<file path="config.mk">
export PLATFORM = sky130hd
export DESIGN_NAME = sparc_ifu_thrfsm_arr
export DESIGN_NICKNAME = d
export VERILOG_FILES = /design/src/rtl/sparc_ifu_thrfsm_arr_pkg.sv /design/src/rtl/sparc_ifu_thrfsm_arr_nxt.sv /design/src/rtl/sparc_ifu_thrfsm_arr.sv
export SDC_FILE = /design/constraint.sdc
export NUM_CORES = 1
export LEC_CHECK = 0
export CORE_MARGIN = 2
export CORE_UTILIZATION = 50
export DETAILED_ROUTE_END_ITERATION = 10
export GPL_ROUTABILITY_DRIVEN = 0
export PLACE_DENSITY = 0.8
export RECOVER_POWER = 50
export SYNTH_ARGS = -nofsm -noshare
export SYNTH_HDL_FRONTEND = slang
export SYNTH_HIERARCHICAL = 1
export SYNTH_SLANG_ARGS = --single-unit
export TNS_END_PERCENT = 100
</file>
<file path="constraint.sdc">
create_clock -name clk -period 8.1 [get_ports clk]
set_clock_uncertainty 0.2 [all_clocks]
set_input_delay 1.62 -clock clk [delete_from_list [all_inputs] [get_ports clk]]
set_output_delay 1.62 -clock clk [all_outputs]
set_load 0.005 [all_outputs]
</file>
<file path="src/rtl/sparc_ifu_thrfsm_arr_pkg.sv">
// sparc_ifu_thrfsm_arr_pkg: thread FSM state encodings and state classification helpers
package sparc_ifu_thrfsm_arr_pkg;
  localparam logic [4:0] THRFSM_IDLE     = 5'b00000;
  localparam logic [4:0] THRFSM_HALT     = 5'b00010;
  localparam logic [4:0] THRFSM_WAIT     = 5'b00001;
  localparam logic [4:0] THRFSM_RDY      = 5'b11001;
  localparam logic [4:0] THRFSM_RUN      = 5'b00101;
  localparam logic [4:0] THRFSM_SPEC_RDY = 5'b10011;
  localparam logic [4:0] THRFSM_SPEC_RUN = 5'b00111;
  localparam int TCR_READY = 4;

  function automatic logic is_rdy(input logic [4:0] s);
    return (s == THRFSM_RDY) || (s == THRFSM_SPEC_RDY);
  endfunction

  function automatic logic is_run(input logic [4:0] s);
    return (s == THRFSM_RUN) || (s == THRFSM_SPEC_RUN);
  endfunction
endpackage

</file>
<file path="src/rtl/sparc_ifu_thrfsm_arr_nxt.sv">
// sparc_ifu_thrfsm_nxt: combinational next-state function of one thread FSM
module sparc_ifu_thrfsm_nxt
  import sparc_ifu_thrfsm_arr_pkg::*;
(
  input  logic [4:0] state_i,
  input  logic       completion_i,
  input  logic       spec_ld_i,
  input  logic       ldhit_i,
  input  logic       stall_i,
  input  logic       int_activate_i,
  input  logic       halt_thread_i,
  input  logic       start_thread_i,
  input  logic       nuke_thread_i,
  input  logic       thaw_thread_i,
  input  logic       rst_thread_i,
  input  logic       switch_out_i,
  input  logic       sw_cond_i,
  input  logic       schedule_i,
  output logic [4:0] nxt_o
);
  // priority-ordered transitions; invalid encodings recover via rst or nuke
  always_comb begin
    nxt_o = state_i;
    case (state_i)
      THRFSM_IDLE:     nxt_o = (rst_thread_i | thaw_thread_i) ? THRFSM_WAIT :
                               start_thread_i ? THRFSM_RDY : state_i;
      THRFSM_HALT:     nxt_o = nuke_thread_i ? THRFSM_IDLE :
                               (rst_thread_i | thaw_thread_i) ? THRFSM_WAIT :
                               (int_activate_i | start_thread_i) ? THRFSM_RDY : state_i;
      THRFSM_RDY:      nxt_o = stall_i ? THRFSM_WAIT : schedule_i ? THRFSM_RUN : state_i;
      THRFSM_RUN:      nxt_o = (stall_i | sw_cond_i) ? THRFSM_WAIT :
                               switch_out_i ? THRFSM_RDY : state_i;
      THRFSM_WAIT:     nxt_o = nuke_thread_i ? THRFSM_IDLE :
                               halt_thread_i ? THRFSM_HALT :
                               stall_i ? THRFSM_WAIT :
                               spec_ld_i ? THRFSM_SPEC_RDY :
                               completion_i ? THRFSM_RDY : state_i;
      THRFSM_SPEC_RDY: nxt_o = stall_i ? THRFSM_WAIT :
                               schedule_i ? (ldhit_i ? THRFSM_RUN : THRFSM_SPEC_RUN) :
                               ldhit_i ? THRFSM_RDY : state_i;
      THRFSM_SPEC_RUN: nxt_o = (stall_i | sw_cond_i) ? THRFSM_WAIT :
                               ldhit_i ? (switch_out_i ? THRFSM_RDY : THRFSM_RUN) :
                               switch_out_i ? THRFSM_SPEC_RDY : state_i;
      default:         nxt_o = rst_thread_i ? THRFSM_WAIT :
                               nuke_thread_i ? THRFSM_IDLE : state_i;
    endcase
  end
endmodule

</file>
<file path="src/rtl/sparc_ifu_thrfsm_arr.sv">
// sparc_ifu_thrfsm_arr: NTHR thread FSMs, round-robin switch-in scheduler, optional WAIT watchdog (SPARC_IFU_THRFSM_WDOG_EN)
module sparc_ifu_thrfsm_arr
  import sparc_ifu_thrfsm_arr_pkg::*;
#(
  parameter int NTHR   = 4,
  parameter int WDOG_W = 10
) (
  input  logic              clk,
  input  logic              rst_l,
  input  logic [NTHR-1:0]   completion,
  input  logic [NTHR-1:0]   spec_ld,
  input  logic [NTHR-1:0]   ldhit,
  input  logic [NTHR-1:0]   stall,
  input  logic [NTHR-1:0]   int_activate,
  input  logic [NTHR-1:0]   halt_thread,
  input  logic [NTHR-1:0]   start_thread,
  input  logic [NTHR-1:0]   nuke_thread,
  input  logic [NTHR-1:0]   thaw_thread,
  input  logic [NTHR-1:0]   rst_thread,
  input  logic              switch_out,
  input  logic              sw_cond,
  input  logic              sched_hold,
  output logic [5*NTHR-1:0] thr_state,
  output logic [NTHR-1:0]   rdy_mask,
  output logic [NTHR-1:0]   run_mask,
  output logic [NTHR-1:0]   schedule,
  output logic [NTHR-1:0]   wdog_expire
);
  localparam int PW = (NTHR > 1) ? $clog2(NTHR) : 1;

  logic [4:0]    state_q [NTHR];
  logic [4:0]    state_d [NTHR];
  logic [PW-1:0] ptr_q, ptr_d, idx;
  logic          elig;
  logic [NTHR-1:0] cand;

  genvar i;
  for (i = 0; i < NTHR; i++) begin : g_thr
    sparc_ifu_thrfsm_nxt u_nxt (
      .state_i        (state_q[i]),
      .completion_i   (completion[i]),
      .spec_ld_i      (spec_ld[i]),
      .ldhit_i        (ldhit[i]),
      .stall_i        (stall[i]),
      .int_activate_i (int_activate[i]),
      .halt_thread_i  (halt_thread[i]),
      .start_thread_i (start_thread[i]),
      .nuke_thread_i  (nuke_thread[i]),
      .thaw_thread_i  (thaw_thread[i]),
      .rst_thread_i   (rst_thread[i]),
      .switch_out_i   (switch_out),
      .sw_cond_i      (sw_cond),
      .schedule_i     (schedule[i]),
      .nxt_o          (state_d[i])
    );
    assign thr_state[5*i +: 5] = state_q[i];
    assign rdy_mask[i]         = is_rdy(state_q[i]);
    assign run_mask[i]         = is_run(state_q[i]);
  end

  assign elig = !sched_hold &&
                ((run_mask == '0) || |(run_mask & (stall | {NTHR{switch_out | sw_cond}})));
  assign cand = rdy_mask & ~stall;

  // round-robin search from ptr+1, first eligible candidate wins
  always_comb begin
    schedule = '0;
    ptr_d    = ptr_q;
    idx      = ptr_q;
    for (int k = 0; k < NTHR; k++) begin
      idx = (idx == PW'(NTHR-1)) ? '0 : idx + 1'b1;
      if (elig && cand[idx] && schedule == '0) begin
        schedule[idx] = 1'b1;
        ptr_d         = idx;
      end
    end
  end

  // thread state and pointer flops; reset leaves thread 0 first in line
  always_ff @(posedge clk) begin
    ptr_q <= !rst_l ? PW'(NTHR-1) : ptr_d;
    for (int j = 0; j < NTHR; j++)
      state_q[j] <= !rst_l ? THRFSM_IDLE : state_d[j];
  end

`ifdef SPARC_IFU_THRFSM_WDOG_EN
  logic [WDOG_W-1:0] wcnt_q [NTHR];
  logic [NTHR-1:0]   wexp_q;

  // count cycles spent in WAIT; all-ones fires a one-cycle pulse and restarts
  always_ff @(posedge clk) begin
    for (int j = 0; j < NTHR; j++) begin
      if (!rst_l) begin
        wcnt_q[j] <= '0;
        wexp_q[j] <= 1'b0;
      end else begin
        wcnt_q[j] <= (state_d[j] == THRFSM_WAIT && !(&wcnt_q[j])) ? wcnt_q[j] + 1'b1 : '0;
        wexp_q[j] <= (state_q[j] == THRFSM_WAIT) && (&wcnt_q[j]);
      end
    end
  end

  assign wdog_expire = wexp_q;
`else
  assign wdog_expire = '0;
`endif
endmodule
</file>
# ---- Word level (Yosys, flattened, before mapping)
# Memory sizes are Yosys's and may differ from the RTL's.
# Index checks and enable logic that the tools add are counted.
dict set report word_totals {
  wordCells 223
  mem_bits_rw 20
  regBits 2
  memories 1
}
dict set report op_classes {
  n_lt_le_gt_ge 8
  bitwise 20
  n_eq_ne 28
  n_addsub 4
  n_reduce_logical 32
  mux 129
}
# name depth word_bits read_ports rd_ports_with_merged_regs write_ports line_no
set mem_list {}
lappend mem_list {state_q 4 5 4 0 4 sparc_ifu_thrfsm_arr.sv:31} ;# logic [4:0] state_q [NTHR];
# cell n
set op_table {}
lappend op_table {{5-bit 2-to-1 mux} 93}
lappend op_table {{5-bit case mux with 7 select lines} 4}
lappend op_table {{5-bit by 3-bit equality test with 1-bit output, second input constant} 8}
lappend op_table {{5-bit equality test, second input constant} 8}
lappend op_table {{2-bit 2-to-1 mux} 12}
lappend op_table {{5-bit by 1-bit equality test with 1-bit output, second input constant} 4}
lappend op_table {{5-bit by 2-bit equality test with 1-bit output, second input constant} 4}
lappend op_table {{5-bit logical NOT} 4}
lappend op_table {{4-bit logical NOT} 4}
lappend op_table {{4-bit 2-to-1 mux} 4}
lappend op_table {{4-bit bitwise OR} 4}
lappend op_table {{1-bit bitwise OR} 13}
lappend op_table {{1-bit logical AND} 12}
lappend op_table {{2-bit by 3-bit less-than comparator with 1-bit output, second input constant} 4}
lappend op_table {{1-bit logical OR} 9}
lappend op_table {{2-bit by 1-bit adder with 2-bit output, second input constant} 4}
lappend op_table {{4-bit bitwise AND} 2}
lappend op_table {{1-bit binary-select mux with 2-bit select} 4}
lappend op_table {{1-bit demux with 2-bit select} 4}
lappend op_table {{2-bit equality test, second input constant} 4}
lappend op_table {{2-bit by 1-bit greater-or-equal comparator with 1-bit output, second input constant} 4}
lappend op_table {{1-bit 2-to-1 mux} 8}
lappend op_table {{4-bit inverter} 1}
lappend op_table {{4-bit nonzero test} 1}
lappend op_table {{other kinds (2)} 2}

# ---- Logic depth before layout (Yosys ltp)
# An unclocked memory read counts as a cell.
dict set report logic_depth {
  depth_word 22
  ltp_mapped 14
}

# ---- Cells and area by module
# Netlist, hierarchy kept.
# module area_each_um2 cells_per_inst instances
set by_module_without_submodules {}
lappend by_module_without_submodules {sparc_ifu_thrfsm_nxt 470.5 75 4}
lappend by_module_without_submodules {sparc_ifu_thrfsm_arr 1651.6 168 1}

# ---- Least setup slack after synthesis
# No wires, ideal clock.
dict set report synth_timing {
  path_kind {input to output}
  start {in stall[1]}
  end {out schedule[0]}
  slack_ps 2844
  stages 7
  required_ps 6280
  arrival_time_ps 3436
  path_buffers 1
  path_cell_list {nand4bb_1 nor3_2 or4_1 buf_6 a221o_1 nor3_4 a22o_1}
}
dict set report synth_between {
  elab_chain_len 16
  elab_cells_between_ends 32
  classes_between {12 x mux; 7 x bitwise; 13 x reduce/logical}
}
# item line_no
set synth_rtl {}
lappend synth_rtl {{start: declaration} sparc_ifu_thrfsm_arr.sv:13} ;# input logic [NTHR-1:0] stall,
lappend synth_rtl {{4-bit bitwise OR} sparc_ifu_thrfsm_arr.sv:62} ;# ((run_mask == '0) || |(run_mask & (stall | {NTHR{switch_out | sw_cond}})));
lappend synth_rtl {{4-bit bitwise AND} sparc_ifu_thrfsm_arr.sv:62}
lappend synth_rtl {{4-bit OR reduction} sparc_ifu_thrfsm_arr.sv:62}
lappend synth_rtl {{1-bit logical OR} sparc_ifu_thrfsm_arr.sv:62}
lappend synth_rtl {{1-bit logical AND} sparc_ifu_thrfsm_arr.sv:61} ;# assign elig = !sched_hold &&
lappend synth_rtl {{1-bit logical AND} sparc_ifu_thrfsm_arr.sv:72} ;# if (elig && cand[idx] && schedule == '0) begin
lappend synth_rtl {{4-bit 2-to-1 mux} sparc_ifu_thrfsm_arr.sv:72}
lappend synth_rtl {{4-bit logical NOT} sparc_ifu_thrfsm_arr.sv:72}
lappend synth_rtl {{1-bit logical AND} sparc_ifu_thrfsm_arr.sv:72}
lappend synth_rtl {{4-bit 2-to-1 mux} sparc_ifu_thrfsm_arr.sv:72}
lappend synth_rtl {{4-bit logical NOT} sparc_ifu_thrfsm_arr.sv:72}
lappend synth_rtl {{1-bit logical AND} sparc_ifu_thrfsm_arr.sv:72}
lappend synth_rtl {{4-bit 2-to-1 mux} sparc_ifu_thrfsm_arr.sv:72}
lappend synth_rtl {{4-bit logical NOT} sparc_ifu_thrfsm_arr.sv:72}
lappend synth_rtl {{1-bit logical AND} sparc_ifu_thrfsm_arr.sv:72}
lappend synth_rtl {{4-bit 2-to-1 mux *} sparc_ifu_thrfsm_arr.sv:72}
lappend synth_rtl {{end: declaration} sparc_ifu_thrfsm_arr.sv:26} ;# output logic [NTHR-1:0] schedule,
# Every way passes the cells marked *; elsewhere a longest branch is shown, timed or not. The select of a mux whose other input is x is not followed.

# ---- Worst setup path in the final report
dict set report layout_timing {
  start {in stall[0]}
  end {out schedule[2]}
}
# The elaborated chain is that of the path after synthesis.

==> parameters.txt <==
Parameter                              Value

Setup path
  Crit path required time ... 6.28 ns
  Arrival time at the worst endpoint ... 4.99 ns
  Startpoint type of the worst setup path ... input pin
  Endpoint class of the critical path ... output pin
  Maximum fanout encountered on the critical timing path ... 10
  Type of the worst setup path ... in -> out

Floorplan
  Die outline width ... 88.1 um
  Ports placed on the boundary ... 81
  Die height ... 88.1 um
  Die Footprint ... 7760 um2
  Count of standard-cell rows ... 30
  Floorplan Core Area ... 6830 um2
  Starting density of the core ... 51.7%

GRT
  Gr usage total ... 25.9%
  Vias in the first global route ... 3476
  First-pass GRT wire length ... 16600 um
  Maximum number of pins on one net before global-route repair ... 24
  Initial antenna violation count ... 0
  Overflow left after global routing ... 0

Synth
  Fraction of synthesized cell area taken by the top area cell type ... 12.5%
  Most frequent cell after synthesis ... sky130_fd_sc_hd__nor2_1
  Async set-reset flop share out of synthesis ... 0%
  Post-Synthesis Cell Area ... 3530 um2
  Number of storage elements in the synthesis netlist ... 22
  Cell count after synthesis ... 468
  Number of enable flip-flop cells after synthesis ... 0
  Sequential area share after synthesis ... 12.5%
  Mapped Avg Cell Area ... 7.55 um2
  Biggest area contributors in the synthesized netlist ... sky130_fd_sc_hd__dfxtp_1 12%, sky130_fd_sc_hd__nor2_1 4.9%, sky130_fd_sc_hd__and2_1 3.7%, sky130_fd_sc_hd__buf_2 2.8%, sky130_fd_sc_hd__nor4bb_1 2.8%
  Number of distinct library cell variants in the gate-level netlist after synthesis ... 78
  Yosys warns ... 6
  Most common library cells after synthesis ... 46 x sky130_fd_sc_hd__nor2_1, 26 x sky130_fd_sc_hd__nand2_1, 25 x sky130_fd_sc_hd__inv_1
  Flip-flop cell with the highest count after synthesis ... sky130_fd_sc_hd__dfxtp_1
  Library cell with the largest summed area after synthesis ... sky130_fd_sc_hd__dfxtp_1

Route
  Drt first-iter violations ... 215
  Remaining DRCs ... 0
  Overall routed net length ... 10100 um
  Number of antenna-violating nets in the routed design ... 0
  DR pass1 iterations ... 4
  Total via count after detailed routing ... 3932
  Via density per instance ... 6.39
  Routed wire length per instance ... 16.4 um

Clocking
  CTS hold repair buffers ... 0
  Cell at the root of the clock tree ... sky130_fd_sc_hd__clkbuf_8
  CTS H-tree lvls ... 1
  Clk_lat worst skew ... 0.28 ns
  Total of cells resized after clock tree synthesis ... 0
  Post-CTS Setup Bufs ... 0
  Number of sinks driven by the clock tree ... 22
  TritonCTS Buffers ... 3
  Clock slew seen by the registers of the worst setup and hold paths ... 0.09 ns
  Worst-case clock buffer depth ... 2
  CTS tree ... built

Timing
  Final count of hold timing violations ... 0
  Unrepaired setup endpoints after global routing ... false
  Max Clk Rate ... 147 MHz
  Setup violation total in the final timing report ... 0
  Time the worst path needs with I/O delays and setup ... 6.81 ns
  Final worst-path cycle share ... 84.1%
  Slew of the pin with the lowest slew margin ... 0.779 ns
  Worst slew slack as a fraction of its limit ... 47.9%
  Sum of negative setup slack ... 0 ns
  Final-layout worst hold slack ... 0.684 ns
  Number of max-slew violations in the final report ... 0

Pwr
  Switching part of the total power ... 34.2%
  Final total power ... 0.370 mW
  Power per cell area ... 86.5 nW/um2
  Power share of the sequential group ... 38.2%
  Switching power summed over all nets ... 0.127 mW
  Internal power ... 0.243 mW
  Static Leakage ... 1.49 nW
  Highest ir drop seen on vdd ... 61.3 uV
  Proportion of power drawn by the clock network ... 29.9%
  Logic gate share of total power ... 31.9%

Worst hold path
  Worst hold path class ... reg -> reg

Place
  Post-detailed-placement half-perimeter wirelength ... 7480 um
  Number of I/O port buffers ... 76

Flow run
  Number of max-cap violations ... 0

Cells and area
  Final net count ... 569
  ANT cells ... 0
  Layout cell share with drive strength beyond 1 ... 6.17%
  Layout Area Growth over Synthesis ... 21.0%

Status
  Run status ... completed
## through the flow
stage	cell area, um2	setup slack (ns)	cells	utilization, %
6_report	4280	1.29	615	62.6
5_1_grt	4280	1.16	615	62.6
4_1_cts	4300	1.35	615	62.9
3_5_place_dp	4220	1.36	611	61.8
3_3_place_gp	4220	1.48	611	61.8
2_1_floorplan	3540	2.84	471	-
## sequential cells by signal, indices dropped and copies added (netlist names)
signal and count:
ptr_q 2, state_q 20
## cell type report
| type | instances | area, um2 |
|---|---|---|
| inverters | 25 | 93.8 |
| well taps | 96 | 120 |
| flip-flops and latches | 22 | 440 |
| clock inverters | 1 | 30.0 |
| fillers | 644 | 2550 |
| multi-input cells | 391 | 2780 |
| clock buffers | 3 | 41.3 |
| repair buffers | 77 | 768 |
## critical path: stages
cell and delay (ns):
sky130_fd_sc_hd__clkdlybuf4s50_1 0.55, sky130_fd_sc_hd__nand4bb_1 0.32, sky130_fd_sc_hd__nor4_1 0.41, sky130_fd_sc_hd__or4_1 0.42, sky130_fd_sc_hd__nor2_1 0.10, sky130_fd_sc_hd__a221o_1 0.38, sky130_fd_sc_hd__nor3_4 0.32, sky130_fd_sc_hd__a22o_1 0.32
sky130_fd_sc_hd__clkdlybuf4s50_1 0.55
## placed cells by master (no fill, tap or decap), drive strengths merged, types with 5 or more instances in the layout
cell type      Yosys  layout
nor3              21      21
or4                6       6
nand4bb            5       5
nor2b              8       8
dlygate4sd3        0      24
clkdlybuf4s50      0      52
a31oi              8       8
xnor2              8       8
nand3             18      18
a2111oi            9       9
nor4bb            10      10
o311ai             9       9
and2              21      21
o21ai             19      19
nand4              8       8
xor2               6       6
dfxtp             22      22
or3b               5       5
nand2b            12      12
a2111o             8       8
or3               13      13
inv               25      25
o211ai            10      10
a22oi              5       5
nor2              47      47
o31a               6       6
a21oi              8       8
nand2             26      26
nor4              15      15
## power by group through the flow
| stage | Sequential [mW] | Combinational (mW) | Clock, mW |
|---|---|---|---|
| after detailed placement | 0.143 | 0.120 | 0 |
| after global placement | 0.143 | 0.118 | 0 |
| final | 0.141 | 0.118 | 0.111 |
| after CTS | 0.141 | 0.121 | 0.111 |
| after floorplan | 0.126 | 0.0853 | 0 |
| after global routing | 0.144 | 0.130 | 0.115 |
## layer usage
layer  share of wire (%)  routed length (um)  track usage (%)
met3                 6.5                 651             3.20
met1                  45                4550             38.4
met2                  48                4820             41.7
met4                0.42                  42             2.48
met5                   0                   0                0
## final timing paths
check                             endpoint  cells past startpoint                  start  slack, ns
setup / recovery               schedule[2]                      9               stall[0]       1.29
hold / removal       ptr_q[1]$_SDFFE_PN1P_                      5  ptr_q[1]$_SDFFE_PN1P_       0.68
setup reg to reg  state_q[2][2]$_SDFF_PN0_                     12  ptr_q[0]$_SDFFE_PN1P_       3.53
hold reg to reg      ptr_q[1]$_SDFFE_PN1P_                      5  ptr_q[1]$_SDFFE_PN1P_       0.68
## logic make-up (layout without fill, tap and decap cells)
logic type	count (synthesis)	count (layout)	share of synthesized area, %
adder cells (fa/ha/maj)	4	4	1.42
flip-flops	22	22	12.5
XOR/XNOR	14	14	4.43
AND/OR/NAND/NOR	230	230	39.0
buffers and inverters	58	106	8.57
AO/OA/AOI/OAI	136	136	32.3
other	1	4	0.106
multiplexers	3	3	1.70
No activity file was read; power rests on OpenSTA's default activity.
